## config.mk

```make
export PLATFORM = sky130hd
export DESIGN_NAME = mips_mc_ctrl
export DESIGN_NICKNAME = d
export VERILOG_FILES = /design/src/rtl/mips_mc_ctrl.sv
export SDC_FILE = /design/constraint.sdc
export NUM_CORES = 1
export LEC_CHECK = 0
export ABC_AREA = 1
export BUFFER_PORTS_ARGS = -buffer_cell sky130_fd_sc_hd__buf_2
export CAP_MARGIN = 0
export CORE_ASPECT_RATIO = 1.2
export CORE_MARGIN = 2
export CORE_UTILIZATION = 55
export DETAILED_ROUTE_END_ITERATION = 8
export MAX_ROUTING_LAYER = met4
export PLACE_DENSITY = 0.81
export SLEW_MARGIN = 20
export SYNTH_ARGS = -nofsm -noshare
export SYNTH_HDL_FRONTEND = slang
export SYNTH_SLANG_ARGS = --single-unit
```

## constraint.sdc

```tcl
create_clock -name clk -period 2.2 [get_ports clk]
set_input_delay 0.22 -clock clk [delete_from_list [all_inputs] [get_ports clk]]
set_output_delay 0.22 -clock clk [all_outputs]
set_load 0.05 [all_outputs]
```

## src/rtl/mips_mc_ctrl.sv

```systemverilog
// Multi-cycle MIPS control unit: a Moore FSM that sequences one shared memory
// port and one ALU through fetch, decode, address, execute and write-back.
// Memory accesses use a req/ready handshake guarded by a wait-cycle timeout.
module mips_mc_ctrl #(
    parameter int unsigned TIMEOUT = 16,
    parameter int unsigned CNT_W   = 32,
    parameter bit          HAS_JAL = 1'b1
) (
    input  logic             clk,
    input  logic             rst,
    input  logic [5:0]       op,
    input  logic             zero,
    input  logic             mem_ready,
    output logic             mem_req,
    output logic             mem_we,
    output logic             i_or_d,
    output logic             ir_we,
    output logic             pc_we,
    output logic [1:0]       pc_src,
    output logic             reg_we,
    output logic [1:0]       reg_dst,
    output logic [1:0]       wb_sel,
    output logic             alu_src_a,
    output logic [1:0]       alu_src_b,
    output logic [1:0]       alu_op,
    output logic             fault,
    output logic [CNT_W-1:0] instr_cnt,
    output logic [3:0]       state
);

    localparam int unsigned WAIT_W = (TIMEOUT < 1) ? 1 : $clog2(TIMEOUT + 1);

    // State encodings (visible on the debug port)
    localparam logic [3:0] S_FETCH  = 4'd0;
    localparam logic [3:0] S_DECODE = 4'd1;
    localparam logic [3:0] S_MEMADR = 4'd2;
    localparam logic [3:0] S_MEMRD  = 4'd3;
    localparam logic [3:0] S_MEMWB  = 4'd4;
    localparam logic [3:0] S_MEMWR  = 4'd5;
    localparam logic [3:0] S_EXEC   = 4'd6;
    localparam logic [3:0] S_ALUWB  = 4'd7;
    localparam logic [3:0] S_IEXEC  = 4'd8;
    localparam logic [3:0] S_IWB    = 4'd9;
    localparam logic [3:0] S_BRANCH = 4'd10;
    localparam logic [3:0] S_JUMP   = 4'd11;
    localparam logic [3:0] S_JAL    = 4'd12;
    localparam logic [3:0] S_FAULT  = 4'd13;

    // Opcodes
    localparam logic [5:0] OP_RTYPE = 6'b000000;
    localparam logic [5:0] OP_LW    = 6'b100011;
    localparam logic [5:0] OP_SW    = 6'b101011;
    localparam logic [5:0] OP_BEQ   = 6'b000100;
    localparam logic [5:0] OP_BNE   = 6'b000101;
    localparam logic [5:0] OP_ADDI  = 6'b001000;
    localparam logic [5:0] OP_ORI   = 6'b001101;
    localparam logic [5:0] OP_J     = 6'b000010;
    localparam logic [5:0] OP_JAL   = 6'b000011;

    logic [3:0]        r_state;
    logic [3:0]        w_next;
    logic [WAIT_W-1:0] r_wait;
    logic [CNT_W-1:0]  r_instr_cnt;
    logic              w_ready;
    logic              w_mem_req;
    logic              w_timeout;
    logic              w_terminal;

    // Handshake is only meaningful while out of reset and requesting
    assign w_ready   = mem_ready & rst & w_mem_req;
    assign w_timeout = (r_wait == WAIT_W'(TIMEOUT));

    // Memory states raise a request; held low while reset is asserted
    assign w_mem_req = rst & ((r_state == S_FETCH) ||
                              (r_state == S_MEMRD) ||
                              (r_state == S_MEMWR));

    // States that retire an instruction on their way back to FETCH
    assign w_terminal = (r_state == S_MEMWB)  || (r_state == S_MEMWR) ||
                        (r_state == S_ALUWB)  || (r_state == S_IWB)   ||
                        (r_state == S_BRANCH) || (r_state == S_JUMP)  ||
                        (r_state == S_JAL);

    // State register
    always_ff @(posedge clk or negedge rst) begin
        if (!rst) begin
            r_state <= S_FETCH;
        end else begin
            r_state <= w_next;
        end
    end

    // Next-state logic
    always_comb begin
        w_next = r_state;
        case (r_state)
            S_FETCH: begin
                if (w_ready) begin
                    w_next = S_DECODE;
                end else if (w_timeout) begin
                    w_next = S_FAULT;
                end
            end
            S_DECODE: begin
                case (op)
                    OP_LW, OP_SW:    w_next = S_MEMADR;
                    OP_RTYPE:        w_next = S_EXEC;
                    OP_ADDI, OP_ORI: w_next = S_IEXEC;
                    OP_BEQ, OP_BNE:  w_next = S_BRANCH;
                    OP_J:            w_next = S_JUMP;
                    OP_JAL:          w_next = HAS_JAL ? S_JAL : S_FAULT;
                    default:         w_next = S_FAULT;
                endcase
            end
            S_MEMADR: begin
                w_next = (op == OP_LW) ? S_MEMRD : S_MEMWR;
            end
            S_MEMRD: begin
                if (w_ready) begin
                    w_next = S_MEMWB;
                end else if (w_timeout) begin
                    w_next = S_FAULT;
                end
            end
            S_MEMWR: begin
                if (w_ready) begin
                    w_next = S_FETCH;
                end else if (w_timeout) begin
                    w_next = S_FAULT;
                end
            end
            S_MEMWB:  w_next = S_FETCH;
            S_EXEC:   w_next = S_ALUWB;
            S_ALUWB:  w_next = S_FETCH;
            S_IEXEC:  w_next = S_IWB;
            S_IWB:    w_next = S_FETCH;
            S_BRANCH: w_next = S_FETCH;
            S_JUMP:   w_next = S_FETCH;
            S_JAL:    w_next = S_FETCH;
            S_FAULT:  w_next = S_FAULT;
            default:  w_next = S_FAULT;
        endcase
    end

    // Datapath control decode: Moore per state, plus handshake and branch qualifiers
    always_comb begin
        mem_req   = 1'b0;
        mem_we    = 1'b0;
        i_or_d    = 1'b0;
        ir_we     = 1'b0;
        pc_we     = 1'b0;
        pc_src    = 2'd0;
        reg_we    = 1'b0;
        reg_dst   = 2'd0;
        wb_sel    = 2'd0;
        alu_src_a = 1'b0;
        alu_src_b = 2'd0;
        alu_op    = 2'd0;
        fault     = 1'b0;
        case (r_state)
            S_FETCH: begin
                mem_req   = w_mem_req;
                alu_src_b = 2'd1;
                ir_we     = w_ready;
                pc_we     = w_ready;
            end
            S_DECODE: begin
                alu_src_b = 2'd3;
            end
            S_MEMADR: begin
                alu_src_a = 1'b1;
                alu_src_b = 2'd2;
            end
            S_MEMRD: begin
                mem_req = w_mem_req;
                i_or_d  = 1'b1;
            end
            S_MEMWB: begin
                reg_we = 1'b1;
                wb_sel = 2'd1;
            end
            S_MEMWR: begin
                mem_req = w_mem_req;
                mem_we  = w_mem_req;
                i_or_d  = 1'b1;
            end
            S_EXEC: begin
                alu_src_a = 1'b1;
                alu_op    = 2'd2;
            end
            S_ALUWB: begin
                reg_we  = 1'b1;
                reg_dst = 2'd1;
            end
            S_IEXEC: begin
                alu_src_a = 1'b1;
                alu_src_b = 2'd2;
                alu_op    = (op == OP_ORI) ? 2'd3 : 2'd0;
            end
            S_IWB: begin
                reg_we = 1'b1;
            end
            S_BRANCH: begin
                alu_src_a = 1'b1;
                alu_op    = 2'd1;
                pc_src    = 2'd1;
                pc_we     = (op == OP_BEQ) ? zero : ~zero;
            end
            S_JUMP: begin
                pc_we  = 1'b1;
                pc_src = 2'd2;
            end
            S_JAL: begin
                pc_we   = 1'b1;
                pc_src  = 2'd2;
                reg_we  = 1'b1;
                reg_dst = 2'd2;
                wb_sel  = 2'd2;
            end
            S_FAULT: begin
                fault = 1'b1;
            end
            default: begin
                fault = 1'b1;
            end
        endcase
    end

    // Wait counter: restarts on every state change, counts unanswered request cycles
    always_ff @(posedge clk or negedge rst) begin
        if (!rst) begin
            r_wait <= '0;
        end else if (w_next != r_state) begin
            r_wait <= '0;
        end else if (w_mem_req && !mem_ready && !w_timeout) begin
            r_wait <= r_wait + WAIT_W'(1);
        end
    end

    // Retired-instruction counter, wraps naturally at its width
    always_ff @(posedge clk or negedge rst) begin
        if (!rst) begin
            r_instr_cnt <= '0;
        end else if (w_terminal && (w_next == S_FETCH)) begin
            r_instr_cnt <= r_instr_cnt + CNT_W'(1);
        end
    end

    assign instr_cnt = r_instr_cnt;
    assign state     = r_state;

endmodule

```

==> results of run 1 <==
per-stage QoR:
| step | cell area [sq um] | hold slack [ps] | setup WS [ps] |
|---|---|---|---|
| after detailed placement | 3370 | 29.3 | -35.0 |
| after global routing | 3500 | 234 | 3.82 |
| after floorplan | 2930 | -75.6 | -141 |
| after CTS | 3490 | 235 | 20.0 |
| final | 3500 | 242 | 132 |
| after global placement | 3370 | 29.7 | 54.0 |
power breakdown:
group,leakage (nW),internal [mW],switching (mW)
logic,1.26,0.619,1.93
registers,0.548,0.902,0.176
clock network,0.0549,0.290,0.280
total,1.86,1.81,2.38
state kept, by name, summed over array words and instances, names as in the netlist:
signal	count
instr_cnt	32
r_wait	5
state	4
cell usage after synthesis:
library cell,instances,area (sq um)
a211oi_1,1,7.51
nand2_2,3,18.8
nor2_2,2,12.5
nand2_1,120,450
dfrtp_1,41,1030
nand4_1,11,68.8
o31ai_1,1,7.51
buf_2,2,10.0
nor3_4,1,16.3
o21ai_0,12,60.1
xor2_1,26,228
inv_2,8,30.0
nor3_2,1,10.0
o211ai_1,2,15.0
buf_4,4,30.0
nor3_1,15,75.1
o31a_1,1,8.76
a21oi_1,5,25.0
or2_2,3,18.8
ha_1,3,37.5
nor4_1,6,37.5
a2111o_1,1,11.3
nor2_1,54,203
xnor2_1,2,17.5
nand3_1,28,140
inv_1,51,191
o21ai_1,17,85.1
nand3b_1,5,37.5
nand3_2,2,20.0
layout make-up:
| class | instances | share of cell area (%) |
|---|---|---|
| clock inverter | 1 | 0.250 |
| multi-input combinational | 322 | 47.0 |
| sequential | 41 | 29.4 |
| inverter | 59 | 6.46 |
| timing repair buffer | 76 | 12.0 |
| tap | 60 | 2.14 |
| clock buffer | 7 | 2.75 |
worst reg2reg max path: cells and delay by family, from the launching register on:
kind                   cells  cell delay (ps)
AND/OR/NAND/NOR            6              670
AO/OA/AOI/OAI              3              450
buffers and inverters      2              290
flip-flops                 1              480
layer usage:
| metal | up-vias | routed length [um] |
|---|---|---|
| met5 | - | 0 |
| met4 | 0 | 121 |
| met3 | 11 | 508 |
| met2 | 116 | 3650 |
| met1 | 1375 | 3640 |
| li1 | 1527 | - |
kinds of logic after synthesis:
group	after synthesis	share of synthesized area [%]
AO/OA/AOI/OAI	40	7.60
XOR/XNOR	28	8.46
adder cells (fa/ha/maj)	3	1.29
buffers and inverters	65	9.02
flip-flops	41	35.4
AND/OR/NAND/NOR	251	38.2
how the worst min path moves through the flow:
stage	start	to	slack, ps	depth (start not counted)
2_1_floorplan	rst	instr_cnt[0]	-80	0
3_3_place_gp	rst	state[0]	30	1
3_5_place_dp	rst	state[0]	30	1
4_1_cts	rst	state[0]	240	2
5_1_grt	rst	state[0]	230	2
6_report	rst	state[0]	240	2
what timing repair did:
action,CTS,global route
setup endpoints to repair,18,24
endpoints found under the hold margin,41,0
gates resized for setup,2,6
pin swaps,0,0
hold buffers,1,0
placed cells by master (no fill, tap or decap), types with 2 or more instances in the layout:
cell / netlist / routed
a21oi_1: 5 / 5
buf_2: 2 / 61
buf_4: 4 / 13
clkbuf_8: 0 / 7
dfrtp_1: 41 / 37
dfrtp_2: 0 / 4
ha_1: 3 / 3
inv_1: 51 / 50
inv_2: 8 / 8
inv_6: 0 / 2
nand2_1: 120 / 120
nand2_2: 3 / 3
nand3_1: 28 / 28
nand3_2: 2 / 2
nand3b_1: 5 / 5
nand4_1: 11 / 11
nor2_1: 54 / 51
nor2_2: 2 / 4
nor3_1: 15 / 13
nor3_4: 1 / 3
nor4_1: 6 / 6
o211ai_1: 2 / 2
o21ai_0: 12 / 10
o21ai_1: 17 / 19
or2_2: 3 / 3
xnor2_1: 2 / 2
xor2_1: 26 / 26
==> results_dict.tcl, run 1 <==
set metrics [dict create \
    status "complete, no violations" \
    routed_wl_mm 7.93 \
    r2r_start "state[1]" \
    multi_input_area_sq_um 1650 \
    dieArea_sq_um 5870 \
    startpoint_type "register" \
    setup_viol 0 \
    grt_max_degree 43 \
    crit_start "state[0]" \
    die_x_um 70.3 \
    path_clk_slew_ps 80 \
    crit_buf_inv 2 \
    critPathTopFamily "simple AND/OR/NAND/NOR gates" \
    initial_core_util_pct 57.9 \
    area_delta_synth_final_pct 20.9 \
    power.leakage_nw 1.86 \
    die-height_um 83.5 \
    cts_root_buffer "clkbuf_8" \
    max_freq_ghz 0.483 \
    dpl.cell_count 557 \
    synth.avg_cell_area_sq_um 6.77 \
    ant_nets 0 \
    r2r_end "instr_cnt[4]" \
    synth_nets 441 \
    nets 518 \
    critPathRequiredTime_ps 1980 \
    cp_slowest_cell "dfrtp_2" \
    cp_num_cells 6 \
    numCtsBuffers 5 \
    post_cts_buffers 0 \
    wl_per_cell_um 14.0 \
    slew_headroom_pct 67.0 \
    worst_r2r_path_depth 11 \
    grt_pass1_vias 2822 \
    period_share_pct 94.0 \
    vias 3029 \
    cp-end-kind "output pin" \
    reg2reg_slack_ps 220 \
    ir_drop_mv 0.765 \
    crit_path_frequent_cell "buf_4" \
    initialDrtViolationCount 244 \
    htreeDepth 2 \
    drive_gt1_share_pct 22.3 \
    track_usage_pct 28.5 \
    ios 64 \
    synth_seq_cells 41 \
    endpoint "alu_op[0]" \
    layout_min_cycle_time_ps 2070 \
    drcViolationCount 0 \
    viasPerCell 5.35 \
    place_congestion 0.961 \
    use_met2_pct 43.8 \
    worstPathMaxFanout 6 \
    min_path_type "input pin to asynchronous set/reset pin" \
    rsz0062_at_grt "no" \
    core_sq_um 5010 \
    busiest_layer "met2" \
    slowest_delay_ps 470 \
    fin_cells 566 \
    grtUsageMet1_pct 39.5 \
    portBuffers 63 \
    slew_violations 0 \
    finalPower_mw 4.20 \
    grt_pass1_wl_mm 13.2 \
    clock_skew_ps 5.17 \
    n_antenna_cell 0 \
    final_util_pct 70.0 \
    drv_cap 0 \
    grt_remaining_overflow 0 \
    crit_arrival_ps 1850 \
    seqCellArea_sq_um 1030 \
    hold_viol_final 0 \
    clk_path_buf_depth 2 \
    fin_setup_tns_ps 0 \
    yosysSeqAreaShare_pct 35.4 \
    dr.pass1.iters 5 \
    cts_tree "yes" \
    synth_cell_types 29 \
    cts.sinks 41 \
    clock_latency_ps 300 \
    antenna_found_initial 0 \
    path_cells "nor2_4, nand2_1, buf_4, or2_2, o21ai_1, buf_4" \
    dpl.hpwl_mm 6.27 \
    met3_usage_pct 4.59 \
    power.density_nw_per_um2 1200 \
    worst_pin_slew_ps 490 \
    yosysWarnings 0 \
    fillCellCount 438 \
    critical_path_class "register to output pin" \
    synthCells 428 \
    num_rows 28 \
    netlist_area_sq_um 2900 \
]
(Power assumes the default switching activity.)
==> inputs of run 2 (changes only) <==
--- a/config.mk
+++ b/config.mk
@@ -7,13 +7,12 @@
 export LEC_CHECK = 0
 export ABC_AREA = 1
 export BUFFER_PORTS_ARGS = -buffer_cell sky130_fd_sc_hd__buf_2
-export CAP_MARGIN = 0
+export CAP_MARGIN = 10
 export CORE_ASPECT_RATIO = 1.2
 export CORE_MARGIN = 2
-export CORE_UTILIZATION = 55
+export CORE_UTILIZATION = 35
 export DETAILED_ROUTE_END_ITERATION = 8
 export MAX_ROUTING_LAYER = met4
-export PLACE_DENSITY = 0.81
 export SLEW_MARGIN = 20
 export SYNTH_ARGS = -nofsm -noshare
 export SYNTH_HDL_FRONTEND = slang
==> results_dict.tcl, run 2 (synthesis gave the netlist of run 1 again) <==
set metrics [dict create \
    status "complete, no violations" \
    final_util_pct 43.3 \
    dieArea_sq_um 9030 \
    timing.hold.ws_ps 74.9 \
    area_delta_synth_final_pct 20.5 \
    critPathTopFamily "simple AND/OR/NAND/NOR gates" \
    grt_max_degree 42 \
    seqCellArea_sq_um 1030 \
    clk_path_buf_depth 2 \
    drive_gt1_share_pct 21.8 \
    slowest_delay_ps 400 \
    routed_wl_mm 7.66 \
    nets 511 \
    dpl.cell_count 586 \
    viasPerCell 4.95 \
    cts_root_buffer "clkbuf_8" \
    drcViolationCount 0 \
    critical_path_class "register to output pin" \
    reg2reg_slack_ps 190 \
    dr.pass1.iters 4 \
    fillCellCount 859 \
    ir_drop_mv 0.430 \
    core_sq_um 8060 \
    cts_hold_buffers 0 \
    post_cts_buffers 0 \
    worstPathMaxFanout 9 \
    cts_resized 1 \
    portBuffers 63 \
    power.density_nw_per_um2 1180 \
    path_cells "inv_2, nor2_2, nand2_1, or2_2, o21ai_0, buf_2" \
    num_rows 36 \
    initial_core_util_pct 36.0 \
    clock_skew_ps 8.16 \
    startpoint_type "register" \
    critPathRequiredTime_ps 1980 \
    max_freq_ghz 0.480 \
    wl_per_cell_um 12.9 \
    grt_remaining_overflow 0 \
    crit_buf_inv 2 \
    htreeDepth 2 \
    ant_nets 0 \
    power.leakage_nw 1.83 \
    slew_headroom_pct 63.3 \
    layout_commonest_cell "nand2_1" \
    layout_min_cycle_time_ps 2080 \
    largest_register_ffs 32 \
    slew_violations 0 \
    initialDrtViolationCount 113 \
    setup_viol 0 \
    drv_cap 0 \
    numCtsBuffers 5 \
    die-height_um 104 \
    worst_pin_slew_ps 546 \
    dpl.hpwl_mm 6.03 \
    final_cell_mix "120 x nand2_1, 63 x buf_2, 50 x inv_1, 50 x nor2_1, 37 x dfrtp_1" \
    period_share_pct 94.6 \
    cts_tree "yes" \
    die_x_um 87.1 \
    hold_viol_final 0 \
    antenna_found_initial 1 \
    ios 64 \
    grt_pass1_vias 2724 \
    clock_latency_ps 300 \
    fin_cells 595 \
    multi_input_area_sq_um 1650 \
    rsz0062_at_grt "no" \
    grt_pass1_wl_mm 12.6 \
    cp-end-kind "output pin" \
    vias 2945 \
    cts.sinks 41 \
    crit_arrival_ps 1860 \
    place_congestion 0.931 \
    min_path_type "input pin to asynchronous set/reset pin" \
    path_clk_slew_ps 80 \
    track_usage_pct 17.7 \
    cp_slowest_cell "dfrtp_2" \
]
==> run 2: routing by layer <==
metal / global-route usage, % / wire length, um / vias to the layer above
met2: 28.5 / 3650 / 88
met5: - / 0 / -
met3: 3.03 / 373 / 9
met4: 5.02 / 131 / 0
li1: - / - / 1517
met1: 22.8 / 3510 / 1331
==> run 2: cell type report <==
| class | instances | share of cell area (%) |
|---|---|---|
| clock buffers | 5 | 1.97 |
| clock inverters | 3 | 0.502 |
| flip-flops and latches | 41 | 29.5 |
| repair buffers | 69 | 10.7 |
| inverters | 59 | 6.49 |
| diodes | 1 | 0.0717 |
| well taps | 95 | 3.40 |
| multi-input cells | 322 | 47.4 |
==> run 2: worst paths after layout <==
kind                         startpoint             to  cells after the start
max in group asynchronous           rst       state[1]                      2
max reg2reg                    state[0]   instr_cnt[7]                     11
min                                 rst  instr_cnt[13]                      2
min reg2reg                instr_cnt[2]   instr_cnt[2]                      2
min in group clk              mem_ready      r_wait[0]                      4
max                            state[3]      alu_op[1]                      6
==> run 2: power breakdown <==
part           switching, mW  internal [mW]  total [mW]
Combinational           1.89          0.644        2.54
Clock                  0.272          0.219       0.491
Sequential             0.181          0.903        1.08
==> run 2: metrics by stage <==
| stage | setup WS [ps] | TNS, ps | cell area, sq um | power, mW |
|---|---|---|---|---|
| 2_1_floorplan | -141 | -318 | 2930 | 3.01 |
| 5_1_grt | 2.84 | 0 | 3490 | 4.40 |
| 3_3_place_gp | 22.4 | 0 | 3380 | 3.56 |
| 4_1_cts | 4.71 | 0 | 3470 | 4.10 |
| 3_5_place_dp | 8.07 | 0 | 3380 | 3.60 |
| 6_report | 118 | 0 | 3490 | 4.11 |
==> inputs of run 3 (changes only) <==
--- a/config.mk
+++ b/config.mk
@@ -12,6 +12,7 @@
 export CORE_MARGIN = 2
 export CORE_UTILIZATION = 35
 export DETAILED_ROUTE_END_ITERATION = 8
+export HOLD_SLACK_MARGIN = 0.03
 export MAX_ROUTING_LAYER = met4
 export SLEW_MARGIN = 20
 export SYNTH_ARGS = -nofsm -noshare
==> constraint.sdc (replaced) <==
create_clock -name clk -period 2.6 [get_ports clk]
set_input_delay 0.26 -clock clk [delete_from_list [all_inputs] [get_ports clk]]
set_output_delay 0.26 -clock clk [all_outputs]
set_load 0.05 [all_outputs]
==> results_dict.tcl, run 3 (synthesis gave the netlist of run 1 again) <==
set metrics [dict create \
    path_clk_slew_ps 70 \
    drcViolationCount 0 \
    crit_arrival_ps 2000 \
    reg2reg_slack_ps 440 \
    setup_viol 0 \
    numCtsBuffers 5 \
    htreeDepth 2 \
    worst_pin_slew_ps 551 \
    grt_remaining_overflow 0 \
    portBuffers 63 \
    core_sq_um 8060 \
    p_int_mw 1.50 \
    rsz0062_at_grt "no" \
    final_cell_area_sq_um 3440 \
    worstPathMaxFanout 9 \
    status "complete, no violations" \
    critPathRequiredTime_ps 2340 \
    routed_wl_mm 7.69 \
    slew_headroom_pct 62.9 \
    p_switching_mw 1.91 \
    p_sw_share_pct 56.1 \
    layout_commonest_cell "nand2_1" \
    ir_drop_mv 0.360 \
    pwr-share-comb_pct 60.1 \
    layout_min_cycle_time_ps 2260 \
    clock_latency_ps 290 \
    initial_core_util_pct 36.0 \
    die-height_um 104 \
    p_seq_share_pct 26.6 \
    slew_violations 0 \
    power.leakage_nw 1.82 \
    track_usage_pct 18.6 \
    die_x_um 87.1 \
    nets 508 \
    area_delta_synth_final_pct 18.6 \
    ant_nets 0 \
    max_freq_ghz 0.442 \
    hold_viol_final 0 \
    period_share_pct 87.0 \
    grt_max_degree 43 \
    cts_tree "yes" \
    clk_path_buf_depth 2 \
    pre_cts_slack_ps 437 \
    antenna_found_initial 0 \
    drv_cap 0 \
    vias 2960 \
    fin_setup_tns_ps 0 \
    critical_path_class "register to output pin" \
    initialDrtViolationCount 122 \
    cts.sinks 41 \
    startpoint_type "register" \
    setup_slack_ps 337 \
    final_cell_mix "120 x nand2_1, 63 x buf_2, 53 x nor2_1, 51 x inv_1, 41 x dfrtp_1" \
    power.density_nw_per_um2 992 \
    clkPwrFrac_pct 13.3 \
    cts_root_buffer "clkbuf_8" \
    grt_pass1_wl_mm 13.3 \
    cts_hold_buffers 0 \
    cp-end-kind "output pin" \
    min_path_type "input pin to asynchronous set/reset pin" \
    n_antenna_cell 0 \
    dr.pass1.iters 4 \
    dpl-instance-area_sq_um 3340 \
    drive_gt1_share_pct 19.4 \
    ios 64 \
    grt_pass1_vias 2889 \
    dpl.hpwl_mm 6.17 \
    largest_register_ffs 32 \
    num_rows 36 \
    cts_resized 0 \
    place_congestion 0.923 \
    post_cts_buffers 0 \
    viasPerCell 5.01 \
    dieArea_sq_um 9030 \
    wl_per_cell_um 13.0 \
    finalPower_mw 3.41 \
    clock_skew_ps 4.17 \
]
run 3: cell count changes in the layout (fill, tap and decap cells not counted), moves of 3 or more:
cell / before / now
dfrtp_1: 37 / 41
dfrtp_2: 4 / 0
buf_4: 5 / 2
nor2_1: 50 / 53
run 3: area by class of cell:
cell class	instances	area, sq um
clock inverter	1	5.00
multi-input combinational	322	1620
tap	95	119
sequential	41	1030
timing repair buffer	66	350
fill	871	4630
clock buffer	7	96.3
inverter	59	221
run 3: power groups by stage:
stage	sequential, mW	combinational, mW	clock, mW
6_report	0.908	2.05	0.454
2_1_floorplan	1.27	1.24	0
4_1_cts	0.909	2.06	0.478
3_3_place_gp	0.910	2.06	0
3_5_place_dp	0.919	2.06	0
5_1_grt	0.931	2.26	0.501
run 3: path summary, 6_finish.rpt:
path                          startpoint       endpoint  cells past startpoint
max reg2reg                 instr_cnt[0]  instr_cnt[26]                      9
min in group clk               mem_ready      r_wait[0]                      4
min reg2reg                instr_cnt[31]  instr_cnt[31]                      2
max in group asynchronous            rst  instr_cnt[23]                      2
max                             state[3]      alu_op[0]                      6
min                                  rst  instr_cnt[31]                      2
run 3: worst max-delay path: stages (launching register included):
cell	delay, ps
dfrtp_1	410
inv_2	110
nor2_1	340
nand2_1	160
or2_2	330
o21ai_0	80
buf_2	290
run 3: layer usage:
metal  routed length, um  track usage (%)  share of wire, %  vias to the layer above
met3                 430             2.63               5.6                       18
met2                3650             29.8                47                      101
li1                    -                -                 -                     1509
met4                 221             6.70               2.9                        0
met1                3390             23.7                44                     1332
met5                   0                -                 0                        -
run 3: metrics by stage:
step	std cells	hold WS (ps)	util (%)
final	591	134	42.6
after global routing	591	172	42.6
after CTS	591	155	42.6
after detailed placement	583	480	41.4
after global placement	583	453	41.4
after floorplan	428	-35.6	-
